`config.mk`:
```
export PLATFORM = sky130hd
export DESIGN_NAME = nbit_word_collector
export DESIGN_NICKNAME = d
export VERILOG_FILES = /design/src/rtl/rng_collector_pkg.sv /design/src/rtl/rng_sat_counter.sv /design/src/rtl/nbit_word_collector.sv
export SDC_FILE = /design/constraint.sdc
export NUM_CORES = 1
export LEC_CHECK = 0
export ABC_AREA = 1
export CAP_MARGIN = 20
export CORE_AREA = 10 10 96 98
export DETAILED_ROUTE_END_ITERATION = 10
export DIE_AREA = 0 0 106 108
export DONT_BUFFER_PORTS = 1
export GPL_ROUTABILITY_DRIVEN = 0
export PLACE_DENSITY_LB_ADDON = 0.12
export SYNTH_ARGS = -nofsm -noshare
export SYNTH_HDL_FRONTEND = slang
export SYNTH_HIERARCHICAL = 1
export SYNTH_SLANG_ARGS = --single-unit
```
`constraint.sdc`:
```
create_clock -name clk -period 1.7 [get_ports clk]
set_input_delay 0.255 -clock clk [delete_from_list [all_inputs] [get_ports clk]]
set_output_delay 0.255 -clock clk [all_outputs]
set_load 0.005 [all_outputs]
```
`src/rtl/rng_collector_pkg.sv`:
```
// Shared types and width helpers for the random-bit word collector.
package rng_collector_pkg;

  typedef enum logic {FULL_STALL, FULL_DROP} full_policy_t;

  // Width of the partial-word bit counter; never narrower than one bit.
  function automatic int cnt_width(input int word_w);
    return (word_w <= 2) ? 1 : $clog2(word_w);
  endfunction

  function automatic full_policy_t policy_of(input int drop_on_full);
    return (drop_on_full != 0) ? FULL_DROP : FULL_STALL;
  endfunction

endpackage

```
`src/rtl/rng_sat_counter.sv`:
```
// Saturating up-counter with synchronous clear; holds at all-ones.
module rng_sat_counter #(
  parameter int W = 16
) (
  input  logic         clk,
  input  logic         clear,
  input  logic         inc,
  output logic [W-1:0] count
);

  always_ff @(posedge clk) begin
    if (clear) begin
      count <= '0;
    end else if (inc && (count != {W{1'b1}})) begin
      count <= count + W'(1);
    end
  end

endmodule

```
`src/rtl/nbit_word_collector.sv`:
```
// Packs a serial random-bit stream into WORD_W-bit words behind a
// ready/valid source port, with resync clear and dropped-word counting.
module nbit_word_collector
  import rng_collector_pkg::*;
#(
  parameter int WORD_W       = 8,
  parameter int LSB_FIRST    = 0,
  parameter int DROP_ON_FULL = 0,
  parameter int DROP_CNT_W   = 16
) (
  input  logic                          clk,
  input  logic                          reset,
  input  logic                          snk_data,
  input  logic                          snk_valid,
  output logic                          snk_ready,
  input  logic                          sync_clear,
  output logic [WORD_W-1:0]             src_data,
  output logic                          src_valid,
  input  logic                          src_ready,
  output logic [cnt_width(WORD_W)-1:0]  bit_count,
  output logic [DROP_CNT_W-1:0]         drop_count
);

  localparam int           CW     = cnt_width(WORD_W);
  localparam full_policy_t POLICY = policy_of(DROP_ON_FULL);

  logic [WORD_W-1:0] sr;
  logic [WORD_W-1:0] sr_next;
  logic              last_bit;
  logic              accept;
  logic              complete;
  logic              reg_free;
  logic              load;
  logic              drop;

  assign last_bit = (bit_count == CW'(WORD_W - 1));
  assign reg_free = ~src_valid | src_ready;

  // Stall mode only blocks the bit that would complete a word with nowhere to go.
  always_comb begin
    snk_ready = 1'b1;
    if (POLICY == FULL_STALL) begin
      snk_ready = ~(last_bit & src_valid & ~src_ready);
    end
  end

  assign accept   = snk_valid & snk_ready & ~sync_clear;
  assign complete = accept & last_bit;
  assign load     = complete & reg_free;
  assign drop     = complete & ~reg_free & (POLICY == FULL_DROP);

  generate
    if (LSB_FIRST != 0) begin : g_lsb_first
      assign sr_next = {snk_data, sr[WORD_W-1:1]};
    end else begin : g_msb_first
      assign sr_next = {sr[WORD_W-2:0], snk_data};
    end
  endgenerate

  always_ff @(posedge clk) begin
    if (reset) begin
      sr        <= '0;
      bit_count <= '0;
      src_data  <= '0;
      src_valid <= 1'b0;
    end else begin
      if (sync_clear) begin
        sr        <= '0;
        bit_count <= '0;
      end else if (accept) begin
        sr        <= sr_next;
        bit_count <= last_bit ? '0 : bit_count + CW'(1);
      end

      // A load in the same cycle as a transfer keeps src_valid high: no bubble.
      if (load) begin
        src_data  <= sr_next;
        src_valid <= 1'b1;
      end else if (src_ready) begin
        src_valid <= 1'b0;
      end
    end
  end

  rng_sat_counter #(
    .W (DROP_CNT_W)
  ) u_drop_cnt (
    .clk   (clk),
    .clear (reset),
    .inc   (drop),
    .count (drop_count)
  );

endmodule

```
* After elaboration in Yosys (flattened, before gate mapping)
Cells that the tools add are included.
Operators by class: add/sub/neg operators 1, equal/unequal tests 1, mux-type cells 3, bitwise gates (word level) 11, reduce and logical (&&, ||, !) cells 2
Operator list (count):
- $and 1x1->1 | 6
- $not 1->1 | 4
- $add 3x1->3 const B | 1
- $eq 3x3->1 const B | 1
- $mux 3 | 1
- $mux 1 | 2
- $reduce_bool 2->1 | 1
- $reduce_or 2->1 | 1
- $or 1x1->1 | 1
Word-level totals: bits in registers 19, input port bits 6, output and inout bits 29, word-level logic and storage cells 22

* Depth between registers and ports, before layout
Gate-level depths: netlist of run 1.
depth in word-level cells 9, depth in mapped cells 9, depth with buffers taken out 9

* By module
The synthesis of run 1 kept the hierarchy.
By module, submodules not included:
- rng_sat_counter | instances 1, cells an instance 149, area each 929.6 um^2
- nbit_word_collector | instances 1, cells an instance 124, area each 870.8 um^2

* Worst setup path before layout of run 1
OpenSTA, ideal clock, no wires.
path type register to register, start register bit_count[0], end register bit_count[1], data arrival time 1.183 ns, required time 1.628 ns, slack 0.445 ns, cell stages (with the launch flop) 7, buffers on the path 1, period minus slack after synthesis 1.255 ns, path through dfxtp_1 > ha_1 > ha_1 > nand3_1 > buf_2 > nand3_1 > a21oi_1
On the way: longest elaborated chain between the ends 6, elaborated cells between the ends (all ways) 8
Ends and longest elaborated chain:
- start, declared | RTL line nbit_word_collector.sv:20 | output logic [cnt_width(WORD_W)-1:0] bit_count,
- start signal, assigned | RTL line nbit_word_collector.sv:72 | bit_count <= last_bit ? '0 : bit_count + CW'(1);
- $eq 3x3->1 | RTL line nbit_word_collector.sv:36 | assign last_bit = (bit_count == CW'(WORD_W - 1));
- $and 1x1->1 (2 in a row) | RTL line nbit_word_collector.sv:43 | snk_ready = ~(last_bit & src_valid & ~src_ready);
- $not 1->1 | RTL line nbit_word_collector.sv:43
- named net snk_ready | RTL line nbit_word_collector.sv:15 | output logic snk_ready,
- $and 1x1->1 (2 in a row) | RTL line nbit_word_collector.sv:47 | assign accept = snk_valid & snk_ready & ~sync_clear;
The timed path passes the listed nets, and every way through them passes these cells. A chain may end at the register's enable or synchronous reset.

* Worst setup path in the final report of run 1
start register bit_count[0], end output snk_ready
On the way: longest elaborated chain between the ends 4
Ends and longest elaborated chain (RTL line):
- $eq 3x3->1 | nbit_word_collector.sv:36
- $and 1x1->1 (2 in a row) | nbit_word_collector.sv:43
- $not 1->1 | nbit_word_collector.sv:43
- end, declared | nbit_word_collector.sv:15
No other way between the ends.

==> results of run 1 <==
==> timing repair <==
action | CTS | global route
pin swaps | 0 | 0
gates resized for setup | 2 | 1
setup endpoints to repair | 1 | 1
hold buffers | 0 | 0
cloned | 0 | 0
==> Yosys cell counts, drive strengths merged, types with 3 or more instances <==
| library cell | n |
|---|---|
| inv | 37 |
| nand4 | 11 |
| nand3 | 23 |
| ha | 3 |
| a21oi | 18 |
| nand2 | 77 |
| nor2 | 59 |
| dfxtp | 35 |
| buf | 5 |
==> stage by stage <==
step                instance area [um2]  setup WS [ps]
global placement                   1920            316
detailed placement                 1920            252
finish                             2040            141
floorplan                          1800            445
global route                       2040           38.4
CTS                                2040           52.7
==> cell families after synthesis <==
kind of cell,count (synthesis),share of synthesized area
DFF,35,0.389
adders and majority gates,3,0.0209
and+or+nand+nor,172,0.437
AOI/OAI and AO/OA,18,0.0500
other,1,0.00208
buffers and inverters,44,0.101
==> worst max-delay path: stages, from the launching register on <==
cell	delay (ps)
dfxtp_2	370
ha_1	150
ha_1	180
nand3_2	140
buf_4	170
==> layer usage <==
| layer | global-route usage | share of wire | routed length, um |
|---|---|---|---|
| met3 | 0.0422 | 0.086 | 396 |
| met5 | 0 | 0 | 0 |
| met2 | 0.117 | 0.40 | 1870 |
| met1 | 0.106 | 0.50 | 2290 |
| met4 | 0.0319 | 0.015 | 68 |
==> registers in the layout, indices dropped and copies added (netlist names) <==
name / count
bit_count: 3
sr: 7
src_data: 8
src_valid: 1
u_drop_cnt/count: 16
==> layout make-up <==
class                      count  area (um2)  share of cell area
clock inverter                 2        35.0              0.0171
tap                          102         128              0.0624
timing repair buffer           4        30.0              0.0147
sequential                    35         703               0.344
inverter                      38         143              0.0698
clock buffer                   6        82.6              0.0404
multi-input combinational    194         923               0.452
==> power by group through the flow <==
| stage | registers [mW] | logic [mW] | clock network [mW] |
|---|---|---|---|
| after floorplan | 0.851 | 0.0585 | 0 |
| after global placement | 0.853 | 0.0672 | 0 |
| after detailed placement | 0.854 | 0.0669 | 0 |
| after CTS | 0.834 | 0.0673 | 0.837 |
| after global routing | 0.836 | 0.0808 | 0.854 |
| final | 0.834 | 0.0682 | 0.797 |
==> worst max path at each step <==
stage	end	slack (ps)	depth (start not counted)
3_5_place_dp	sr[3]	250	6
6_report	snk_ready	140	4
5_1_grt	snk_ready	40	4
4_1_cts	snk_ready	50	4
3_3_place_gp	bit_count[0]	320	6
2_1_floorplan	bit_count[1]	440	6
==> impl_metrics.json, run 1 <==
{
  "run_status": "finished, final reports clean",
  "finalCritPeriodShare": 0.917,
  "syn_area_um2": 1800,
  "unrepaired_setup_endpoints_after_global_routing": "no",
  "timing.critical_path.to_type": "output port",
  "yosys_most_used_dff": "dfxtp_1",
  "setup_tns_ps": 0,
  "worst_setup_path_startpoint": "bit_count[0]",
  "clock_power_share": 0.469,
  "hold_path.class": "input pin to flip-flop",
  "detail_route.wirelength_mm": 4.62,
  "ir_drop_mv": 0.288,
  "worst_hold_path.num_cells": 1,
  "ys_top_cells_by_area": "dfxtp_1 39%, nand2_1 15%, nor2_1 9.4%, inv_1 7.5%, nand3_1 6.1%",
  "first_global_vias": 1424,
  "yosysUniqueCellTypes": 21,
  "final.min_clock_period_ps": 1560,
  "postSynthNetCount": 282,
  "clock_tree.root_cell": "clkbuf_8",
  "synth_top_cell_area_share": 0.389,
  "antenna_found_initial": 0,
  "tritoncts": "yes",
  "layout.core_utilization": 0.275,
  "criticalPathCategory": "flip-flop to output port",
  "drt_drc_violations_left": 0,
  "max_slew_violations": 0,
  "drt.antenna.violating_nets": 0,
  "drt-pass1-iter-count": 4,
  "clk_pin_slew_worst_paths_ps": 80,
  "worst_hold_startpoint": "reset",
  "clock_tree.buffer_depth": 2,
  "clock-sinks": 35,
  "worst-path-max-fanout": 5,
  "leakage_nw": 0.792,
  "reg2reg_depth": 7,
  "intPower_mw": 1.32,
  "timing.rr.end": "src_data[6]",
  "timing.hold.worst_endpoint": "src_valid",
  "syn2layout_area_growth_pct": 13.6,
  "grt_pass1_wl_mm": 7.62,
  "grt_util_all_layers": 0.0833,
  "vias": 1564,
  "hpwl_mm": 3.49,
  "layout_commonest_cell": "nand2_1",
  "final.hold.worst_slack_ps": 23.8,
  "num_antenna_cells": 0,
  "drive_gt1_frac": 0.125,
  "worst-slew-pin-transition_ps": 543,
  "grt_start_max_net_pins": 21,
  "synthDominantAreaCellType": "dfxtp_1",
  "worst-endpoint-required_ps": 1440,
  "finish.net_count": 287,
  "io-pin-count": 35,
  "power.combinational.fraction": 0.040,
  "finalSetupViolations": 0,
  "postSynth.asyncResetShare": 0,
  "overflow": 0,
  "count_of_endpoints_failing_hold_in_the_final_timing_report": 0,
  "reg2reg_setup_slack_ps": 370,
  "critical_path.reg2reg.startpoint": "bit_count[0]",
  "seqPwrFrac": 0.491,
  "power.switching_fraction": 0.223,
  "timing.fmax_ghz": 0.641,
  "worst_ep_arrival_time_ps": 1300,
  "power_density_nw_per_um2": 831,
  "initial_utilization": 0.242,
  "die_area_um2": 11400,
  "skew_ps": 2.14,
  "ctsHtreeMaxLevel": 2,
  "total_core_area_um2": 7450,
  "post-layout-total-power_mw": 1.70,
  "drc_violation_total_after_the_first_tritonroute_iteration": 102,
  "cts_setup_buffers": 0,
  "maxCapViolCount": 0,
  "worst_setup_path_start_kind": "flip-flop",
  "cts-buffers-inserted": 5,
  "number_of_synthesized_flops_with_an_enable_pin": 0,
  "yosys_reg_bits": 35,
  "routed_wire_per_std_cell_um": 12.1,
  "highest_count_cells_in_the_layout_ignoring_fill_and_taps": "73 x nand2_1, 45 x nor2_1, 36 x inv_1",
  "postSynthCellCount": 273,
  "die_width_um": 106,
  "yosys_warnings": 6,
  "layout.filler_cells": 863,
  "final_cell_count_no_fill": 381,
  "switching_power_mw": 0.379,
  "placed_cells": 373,
  "port_buffer_cells": 0,
  "placement_rows": 32,
  "insertion_delay_ps": 290,
  "syn_area_per_cell_um2": 6.60,
  "floorplan.die.height_um": 108,
  "vias_per_cell": 4.10,
  "synth.yosys.seq_area_share": 0.389,
  "slew_hr": 0.638
}
Power figures use the tool's default switching activity.
==> run 2: changes to the inputs <==
==> constraint.sdc (replaced) <==
create_clock -name clk -period 1.9 [get_ports clk]
set_input_delay 0.285 -clock clk [delete_from_list [all_inputs] [get_ports clk]]
set_output_delay 0.285 -clock clk [all_outputs]
set_load 0.005 [all_outputs]
==> impl_metrics.json, run 2 (synthesis gave the netlist of run 1 again) <==
{
  "cp_slowest_stage_delay_ps": 400,
  "power.combinational.fraction": 0.045,
  "grt_start_max_net_pins": 17,
  "drc_violation_total_after_the_first_tritonroute_iteration": 57,
  "timing.critical_path.cells": "ha_1 > ha_1 > nand3_1 > buf_4",
  "power.switching_fraction": 0.236,
  "port_buffer_cells": 0,
  "cts_hold_buf": 0,
  "worst_ep_arrival_time_ps": 1430,
  "cts-resized-gates": 0,
  "routed_wire_per_std_cell_um": 11.9,
  "intPower_mw": 1.04,
  "timing.critical_path.to_type": "output port",
  "drt.antenna.violating_nets": 0,
  "worst_path_most_repeated_cell": "ha_1",
  "layout_commonest_cell": "nand2_1",
  "cts-buffers-inserted": 5,
  "clock_power_share": 0.409,
  "placedInstanceArea_um2": 1930,
  "run_status": "finished, final reports clean",
  "highest_count_cells_in_the_layout_ignoring_fill_and_taps": "73 x nand2_1, 45 x nor2_1, 36 x inv_1",
  "timing.fmax_ghz": 0.585,
  "worst-path-max-fanout": 5,
  "layout.filler_cells": 876,
  "initial_utilization": 0.242,
  "final.hold.worst_slack_ps": 52.5,
  "drive_gt1_frac": 0.115,
  "critical_path_top_delay_cell": "dfxtp_1",
  "max_slew_violations": 0,
  "clock_tree.buffer_depth": 2,
  "tritoncts": "yes",
  "maxCapViolCount": 0,
  "path_delay_family": "flip-flops",
  "syn2layout_area_growth_pct": 11.9,
  "criticalPathCategory": "flip-flop to output port",
  "skew_ps": 2.09,
  "largest_register_ffs": 16,
  "floorplan.die.height_um": 108,
  "unrepaired_setup_endpoints_after_global_routing": "no",
  "hold_path.class": "input pin to flip-flop",
  "leakage_nw": 0.782,
  "clock_tree.root_cell": "clkbuf_8",
  "total_core_area_um2": 7450,
  "power_density_nw_per_um2": 678,
  "drt-pass1-iter-count": 4,
  "top_regs": "u_drop_cnt/count (16), src_data (8), sr (7)",
  "grt_util_all_layers": 0.0811,
  "detail_route.wirelength_mm": 4.52,
  "layout.core_utilization": 0.270,
  "die_area_um2": 11400,
  "slew_hr": 0.612,
  "clock-sinks": 35,
  "switching_power_mw": 0.323,
  "vias_per_cell": 4.06,
  "grt_pass1_wl_mm": 7.47,
  "die_width_um": 106,
  "ir_drop_mv": 0.243,
  "first_global_vias": 1377,
  "finalCritPeriodShare": 0.900,
  "io-pin-count": 35,
  "overflow": 0,
  "vias": 1545,
  "worstPathBufferInverterCount": 1,
  "dp_worst_setup_slack_ps": 447,
  "drt_drc_violations_left": 0,
  "num_antenna_cells": 0,
  "largest-register": "u_drop_cnt/count",
  "cts_setup_buffers": 0,
  "insertion_delay_ps": 290,
  "seqPwrFrac": 0.546,
  "finalSetupViolations": 0,
  "post_route_design_area_um2": 2010,
  "finalWorstSetupSlack_ps": 190,
  "hpwl_mm": 3.49,
  "count_of_endpoints_failing_hold_in_the_final_timing_report": 0,
  "ctsHtreeMaxLevel": 2,
  "final.min_clock_period_ps": 1710,
  "worst-slew-pin-transition_ps": 581,
  "finish.net_count": 288,
  "antenna_found_initial": 0,
  "clk_pin_slew_worst_paths_ps": 70,
  "placement_rows": 32,
  "worst-endpoint-required_ps": 1620,
  "setup_tns_ps": 0,
  "worst_setup_path_start_kind": "flip-flop"
}
[run 2: changes by cell type in the layout (fill, tap and decap cells not counted)]
cell	delta
buf_4	+1
bufinv_16	-1
dfxtp_2	-2
nand3_1	+1
dfxtp_1	+2
nand3_2	-1
[run 2: metal layers]
metal	routed length [um]	GRT usage	share of wire
met1	2280	0.110	0.50
met2	1810	0.109	0.40
met3	379	0.0369	0.084
met4	51	0.0319	0.011
met5	0	0	0
[run 2: layout make-up]
cell class | instances | area [um2] | area share
inverters | 38 | 143 | 0.0708
repair buffers | 5 | 37.5 | 0.0186
multi-input cells | 194 | 918 | 0.456
clock buffers | 6 | 82.6 | 0.0410
flip-flops and latches | 35 | 701 | 0.348
clock inverters | 1 | 5.00 | 0.00248
well taps | 102 | 128 | 0.0634
[run 2: power by group through the flow]
| stage | Combinational (mW) | Clock, mW | Sequential [mW] |
|---|---|---|---|
| finish | 0.0615 | 0.558 | 0.746 |
| global route | 0.0719 | 0.617 | 0.747 |
| CTS | 0.0608 | 0.594 | 0.746 |
| detailed placement | 0.0606 | 0 | 0.764 |
| global placement | 0.0611 | 0 | 0.764 |
| floorplan | 0.0523 | 0 | 0.761 |
[run 2: final timing paths]
kind | startpoint | to | slack [ps] | depth (start not counted)
setup / recovery | bit_count[0] | snk_ready | 190 | 4
hold / removal | reset | src_valid | 50 | 1
setup reg to reg | bit_count[0] | sr[0] | 470 | 6
hold reg to reg | sr[6] | sr[6] | 470 | 2
[run 2: worst register-to-register path: cells and delay by family, from the launching register on]
kind	cells	cell delay (ps)
compound gates	1	130
fa+ha+maj	2	340
flops	1	400
simple gates	3	490
[run 2: metrics by stage]
step | total power, mW | cells
final | 1.37 | 381
after global routing | 1.44 | 381
after CTS | 1.40 | 381
after detailed placement | 0.824 | 374
after global placement | 0.825 | 374
after floorplan | 0.813 | 273
